--- src/rtl/key_debounce_repeat.sv ---
// Push-button front-end: 2-flop synchroniser, stability-counter debounce and
// registered press / release / auto-repeat strobe pulses, one lane per key.
module key_debounce_repeat #(
  parameter int N_KEYS          = 4,
  parameter int DEBOUNCE_CYCLES = 50_000,
  parameter int REPEAT_DELAY    = 25_000_000,
  parameter int REPEAT_PERIOD   = 5_000_000
) (
  input  logic              CLK,
  input  logic              RESET,
  input  logic [N_KEYS-1:0] KEY_SW,
  output logic [N_KEYS-1:0] KEY_LEVEL,
  output logic [N_KEYS-1:0] PRESS,
  output logic [N_KEYS-1:0] RELEASE,
  output logic [N_KEYS-1:0] STROBE
);

  localparam int CW   = (DEBOUNCE_CYCLES > 1) ? $clog2(DEBOUNCE_CYCLES) : 1;
  localparam int TMAX = (REPEAT_DELAY > REPEAT_PERIOD) ? REPEAT_DELAY : REPEAT_PERIOD;
  localparam int TW   = $clog2(TMAX + 1);

  localparam logic [CW-1:0] CNT_LAST    = CW'(DEBOUNCE_CYCLES - 1);
  localparam logic [TW-1:0] DELAY_LAST  = TW'((REPEAT_DELAY > 0) ? REPEAT_DELAY - 1 : 0);
  localparam logic [TW-1:0] PERIOD_LAST = TW'(REPEAT_PERIOD - 1);
  localparam bit            REPEAT_EN   = (REPEAT_DELAY != 0);

  typedef enum logic [1:0] {
    ST_IDLE   = 2'd0,
    ST_HOLD   = 2'd1,
    ST_REPEAT = 2'd2
  } rep_state_t;

  logic [N_KEYS-1:0] sync1_r;
  logic [N_KEYS-1:0] sync2_r;
  logic [N_KEYS-1:0] key_s;
  logic [N_KEYS-1:0] accept_s;
  logic [N_KEYS-1:0] rise_s;
  logic [N_KEYS-1:0] fall_s;
  logic [N_KEYS-1:0] level_r;
  logic [N_KEYS-1:0] press_r;
  logic [N_KEYS-1:0] release_r;
  logic [N_KEYS-1:0] strobe_r;
  logic [CW-1:0]     cnt_r   [N_KEYS];
  logic [TW-1:0]     timer_r [N_KEYS];
  rep_state_t        state_r [N_KEYS];

  assign KEY_LEVEL = level_r;
  assign PRESS     = press_r;
  assign RELEASE   = release_r;
  assign STROBE    = strobe_r;

  // Synchroniser presets to released, so a key held across reset must debounce again.
  always_ff @(posedge CLK or negedge RESET) begin
    if (!RESET) begin
      sync1_r <= {N_KEYS{1'b1}};
      sync2_r <= {N_KEYS{1'b1}};
    end else begin
      sync1_r <= KEY_SW;
      sync2_r <= sync1_r;
    end
  end

  // A differing level is accepted once it has been seen for DEBOUNCE_CYCLES edges.
  always_comb begin
    key_s    = ~sync2_r;
    accept_s = {N_KEYS{1'b0}};
    for (int k = 0; k < N_KEYS; k++) begin
      accept_s[k] = (key_s[k] != level_r[k]) && (cnt_r[k] == CNT_LAST);
    end
    rise_s = accept_s & key_s;
    fall_s = accept_s & ~key_s;
  end

  // Stability counters, debounced level and the press/release edge pulses.
  always_ff @(posedge CLK or negedge RESET) begin
    if (!RESET) begin
      for (int k = 0; k < N_KEYS; k++) begin
        cnt_r[k] <= {CW{1'b0}};
      end
      level_r   <= {N_KEYS{1'b0}};
      press_r   <= {N_KEYS{1'b0}};
      release_r <= {N_KEYS{1'b0}};
    end else begin
      for (int k = 0; k < N_KEYS; k++) begin
        if ((key_s[k] == level_r[k]) || accept_s[k]) begin
          cnt_r[k] <= {CW{1'b0}};
        end else begin
          cnt_r[k] <= cnt_r[k] + CW'(1'b1);
        end
      end
      level_r   <= level_r ^ accept_s;
      press_r   <= rise_s;
      release_r <= fall_s;
    end
  end

  // Repeat FSM per key; a falling level always wins over a due repeat strobe.
  always_ff @(posedge CLK or negedge RESET) begin
    if (!RESET) begin
      for (int k = 0; k < N_KEYS; k++) begin
        state_r[k] <= ST_IDLE;
        timer_r[k] <= {TW{1'b0}};
      end
      strobe_r <= {N_KEYS{1'b0}};
    end else begin
      strobe_r <= {N_KEYS{1'b0}};
      for (int k = 0; k < N_KEYS; k++) begin
        case (state_r[k])
          ST_IDLE: begin
            timer_r[k] <= {TW{1'b0}};
            if (rise_s[k]) begin
              state_r[k]  <= ST_HOLD;
              strobe_r[k] <= 1'b1;
            end else begin
              state_r[k] <= ST_IDLE;
            end
          end
          ST_HOLD: begin
            if (fall_s[k]) begin
              state_r[k] <= ST_IDLE;
              timer_r[k] <= {TW{1'b0}};
            end else if (REPEAT_EN) begin
              if (timer_r[k] == DELAY_LAST) begin
                state_r[k]  <= ST_REPEAT;
                timer_r[k]  <= {TW{1'b0}};
                strobe_r[k] <= 1'b1;
              end else begin
                timer_r[k] <= timer_r[k] + TW'(1'b1);
              end
            end else begin
              timer_r[k] <= {TW{1'b0}};
            end
          end
          ST_REPEAT: begin
            if (fall_s[k]) begin
              state_r[k] <= ST_IDLE;
              timer_r[k] <= {TW{1'b0}};
            end else if (timer_r[k] == PERIOD_LAST) begin
              timer_r[k]  <= {TW{1'b0}};
              strobe_r[k] <= 1'b1;
            end else begin
              timer_r[k] <= timer_r[k] + TW'(1'b1);
            end
          end
          default: begin
            state_r[k] <= ST_IDLE;
            timer_r[k] <= {TW{1'b0}};
          end
        endcase
      end
    end
  end

endmodule

--- config.mk ---
export PLATFORM = sky130hd
export DESIGN_NAME = key_debounce_repeat
export DESIGN_NICKNAME = d
export VERILOG_FILES = /design/src/rtl/key_debounce_repeat.sv
export SDC_FILE = /design/constraint.sdc
export NUM_CORES = 1
export LEC_CHECK = 0
export BUFFER_PORTS_ARGS = -buffer_cell sky130_fd_sc_hd__buf_2
export CAP_MARGIN = 10
export CORE_MARGIN = 5
export CORE_UTILIZATION = 63
export CTS_BUF_LIST = sky130_fd_sc_hd__clkbuf_4 sky130_fd_sc_hd__clkbuf_8
export DETAILED_ROUTE_END_ITERATION = 8
export GPL_TIMING_DRIVEN = 0
export PLACE_DENSITY = 0.89
export SETUP_SLACK_MARGIN = 0.5
export SLEW_MARGIN = 10
export SYNTH_ARGS = -nofsm -noshare
export SYNTH_HDL_FRONTEND = slang
export SYNTH_SLANG_ARGS = --single-unit
--- constraint.sdc ---
create_clock -name CLK -period 6.8 [get_ports CLK]
set_input_delay 0.34 -clock CLK [delete_from_list [all_inputs] [get_ports CLK]]
set_output_delay 0.34 -clock CLK [all_outputs]
set_load 0.05 [all_outputs]
==> metrics.txt <==
global-route wire length before repair 32.6 mm; Clock Power Share 0.391; Die W 134 um; final RePlAce weighted congestion 0.837; pre-CTS setup slack 4.19 ns; CP Class flip-flop to flip-flop; total power 0.00202 W; status completed; die height 134 um; skew final 0.0101 ns; r2r startpoint timer_r[32]; Reg power frac 0.585; leakage power 4.25 nW; total CTS buffers 17; RSZ-0062 raised after global routing no; most frequent cells in the layout nor2_1 (209), dfrtp_1 (188), xor2_1 (77), xnor2_1 (72), nand3_1 (60); initial antenna violation count 0; post-synthesis sequential area ratio 0.505; share of cells above drive strength 1 0.0771; internal power 0.00158 W; most common library cell in the layout ignoring fill and taps nor2_1; worst hold path startpoint sync1_r[3]; Post-synth EDFFs 0; maximum VDD drop 0.130 mV; # port buffers 21; Top Usage Layer GRT met2; number of global-route vias before repair 7097; asr flop ratio synth 1.00; period utilisation layout 0.390; P_sw 0.000444 W; P per Cell Area 191 nW/um^2; Yosys top cell area share 0.484; crit path launch timer_r[32]; Total Routing Usage GR 0.217; largest net degree at the start of global routing 111; ys flop type dfrtp_1; Seq cells post-synth 196; largest area contributor in the netlist dfrtp_1; Initial Utilization 0.640; Slew HR 0.238; max-slew violations 0; max-cap check violation count 0; CTS root buf clkbuf_8; Gate Count Post-Synth 992; Comb power frac 0.024; final hold vios 0; clock transition at the registers of the reported paths 0.09 ns; GR Layer Usage met2 0.356; min Tclk post-route 2.65 ns; area growth from synthesis to layout 8.71%; Synth Area per Inst 9.81 sq um; placed insts 1202; post-CTS setup buffers 0; IO Pins 22; setup ws final 4.15 ns; CTS Buffer Depth 2; post-DP HPWL 12.6 mm; slew at the pin closest to its max-slew limit 1.13 ns; Max Freq 377 MHz; # DRC 0; Nets 1068; via count 7276; met1 GRT Util 0.292; total routed wirelength 18.8 mm; Worst Setup End Kind flip-flop; drt initial violations 628; GR Overflow Total 0; Mapped Nets 1022; yosys warns 0; final instance count without filler cells 1239; DR WL/cell 15.1 um; post-CTS sizing 0; Ant. Diodes 0; Critical Path RT 7.14 ns; critical-path maximum fanout 10; Hold Crit Class flip-flop to flip-flop; met3 Track Usage GR 0.0405; Post-Syn Area 9730 sq um; die area 18000 sq um; TritonCTS clock tree yes; post-synth cell types 60; Post-DRT Antenna Nets 0; FP Rows 45; Clock Latency Late Sink 0.47 ns; vias per cell 5.87; Post-CTS Hold Buffers 5; Critical Path AT 3.00 ns; clk sink count 196; Pre-antenna DRT Iters 5; H-Tree Level Count 4; final setup violating endpoints 0; sw frac 0.220; core area 15200 sq um; ranking of synthesized cells by area dfrtp_1 (48%), nor2_1 (8.1%), xor2_1 (6.9%), xnor2_1 (6.5%), ha_1 (3.1%); setup TNS 0 ns; # fillers 1045; CP Launch Type flip-flop
==> cells in the mapped netlist (3+ instances only) <==
cell type,number
nor2_1,209
dfrtp_1,188
xor2_1,77
xnor2_1,72
nand3_1,60
nand2_1,54
nand4_1,45
inv_1,39
nor3_1,32
ha_1,24
nor4_1,23
and3_1,17
clkbuf_1,14
and4_1,13
dfstp_2,8
o21ai_0,8
or3_1,8
or4_1,7
nor4b_1,6
nor4bb_1,6
and2_1,5
buf_2,5
nand4b_1,5
a21oi_1,4
or4b_1,4
or4bb_1,4
a211oi_1,3
nand3b_1,3
nor3b_1,3
o31ai_1,3
or2_2,3
==> final timing paths <==
path / slack (ns) / cells after the start / endpoint
max in group asynchronous: 5.37 / 3 / sync2_r[2]
min in group asynchronous: 0.49 / 2 / cnt_r[6]
max: 4.15 / 6 / timer_r[37]
min reg2reg: 0.36 / 0 / sync2_r[3]
max reg2reg: 4.15 / 6 / timer_r[37]
min: 0.36 / 0 / sync2_r[3]
==> metrics by stage <==
stage               hold WS, ns   util  instance area (sq um)
floorplan                0.0444      -                   9730
global placement          0.346  0.662                  10100
detailed placement        0.348  0.665                  10100
CTS                       0.363  0.696                  10600
global route              0.367  0.696                  10600
finish                    0.362  0.696                  10600
==> cells by family after synthesis <==
family | Yosys count | share of synthesized area
compound gates | 41 | 0.0307
simple gates | 518 | 0.270
fa+ha+maj | 24 | 0.0309
buf+inv | 62 | 0.0269
mux | 2 | 0.00206
flops | 196 | 0.505
xor+xnor | 149 | 0.134
==> sequential cells by signal, summed over array words and instances, names as in the netlist, named ones only <==
register / cells
PRESS: 4
RELEASE: 4
STROBE: 4
cnt_r: 64
state_r: 8
sync1_r: 4
sync2_r: 4
timer_r: 100
==> worst max-delay path, stage by stage, from the launching register on <==
cell and delay (ns):
dfrtp_1 0.44, or4bb_1 0.51, nor4_1 0.55, a21boi_0 0.23, o221ai_2 0.37, buf_2 0.32, nor2_1 0.10
==> area by class of cell <==
cell class	instances	area, sq um	share of cell area
Tap cell	188	235	0.0222
Inverter	39	146	0.0138
Buffer	23	115	0.0109
Multi-Input combinational cell	734	4550	0.430
Clock inverter	11	149	0.0141
Timing Repair Buffer	27	193	0.0182
Sequential cell	196	4910	0.465
Clock buffer	21	270	0.0256
==> power by group through the flow <==
stage | Combinational, W | Sequential (W) | Clock, W
after floorplan | 0.0000168 | 0.00120 | 0
after global placement | 0.0000441 | 0.00120 | 0
after detailed placement | 0.0000484 | 0.00120 | 0
final | 0.0000486 | 0.00118 | 0.000789
after CTS | 0.0000507 | 0.00118 | 0.000803
after global routing | 0.0000578 | 0.00118 | 0.000849
==> metal layers <==
layer | vias to the layer above | share of wire
li1 | 3502 | -
met1 | 3539 | 0.45
met2 | 195 | 0.49
met3 | 40 | 0.044
met4 | 0 | 0.017
met5 | - | 0
Note: power is estimated with default switching activity, not from simulation.
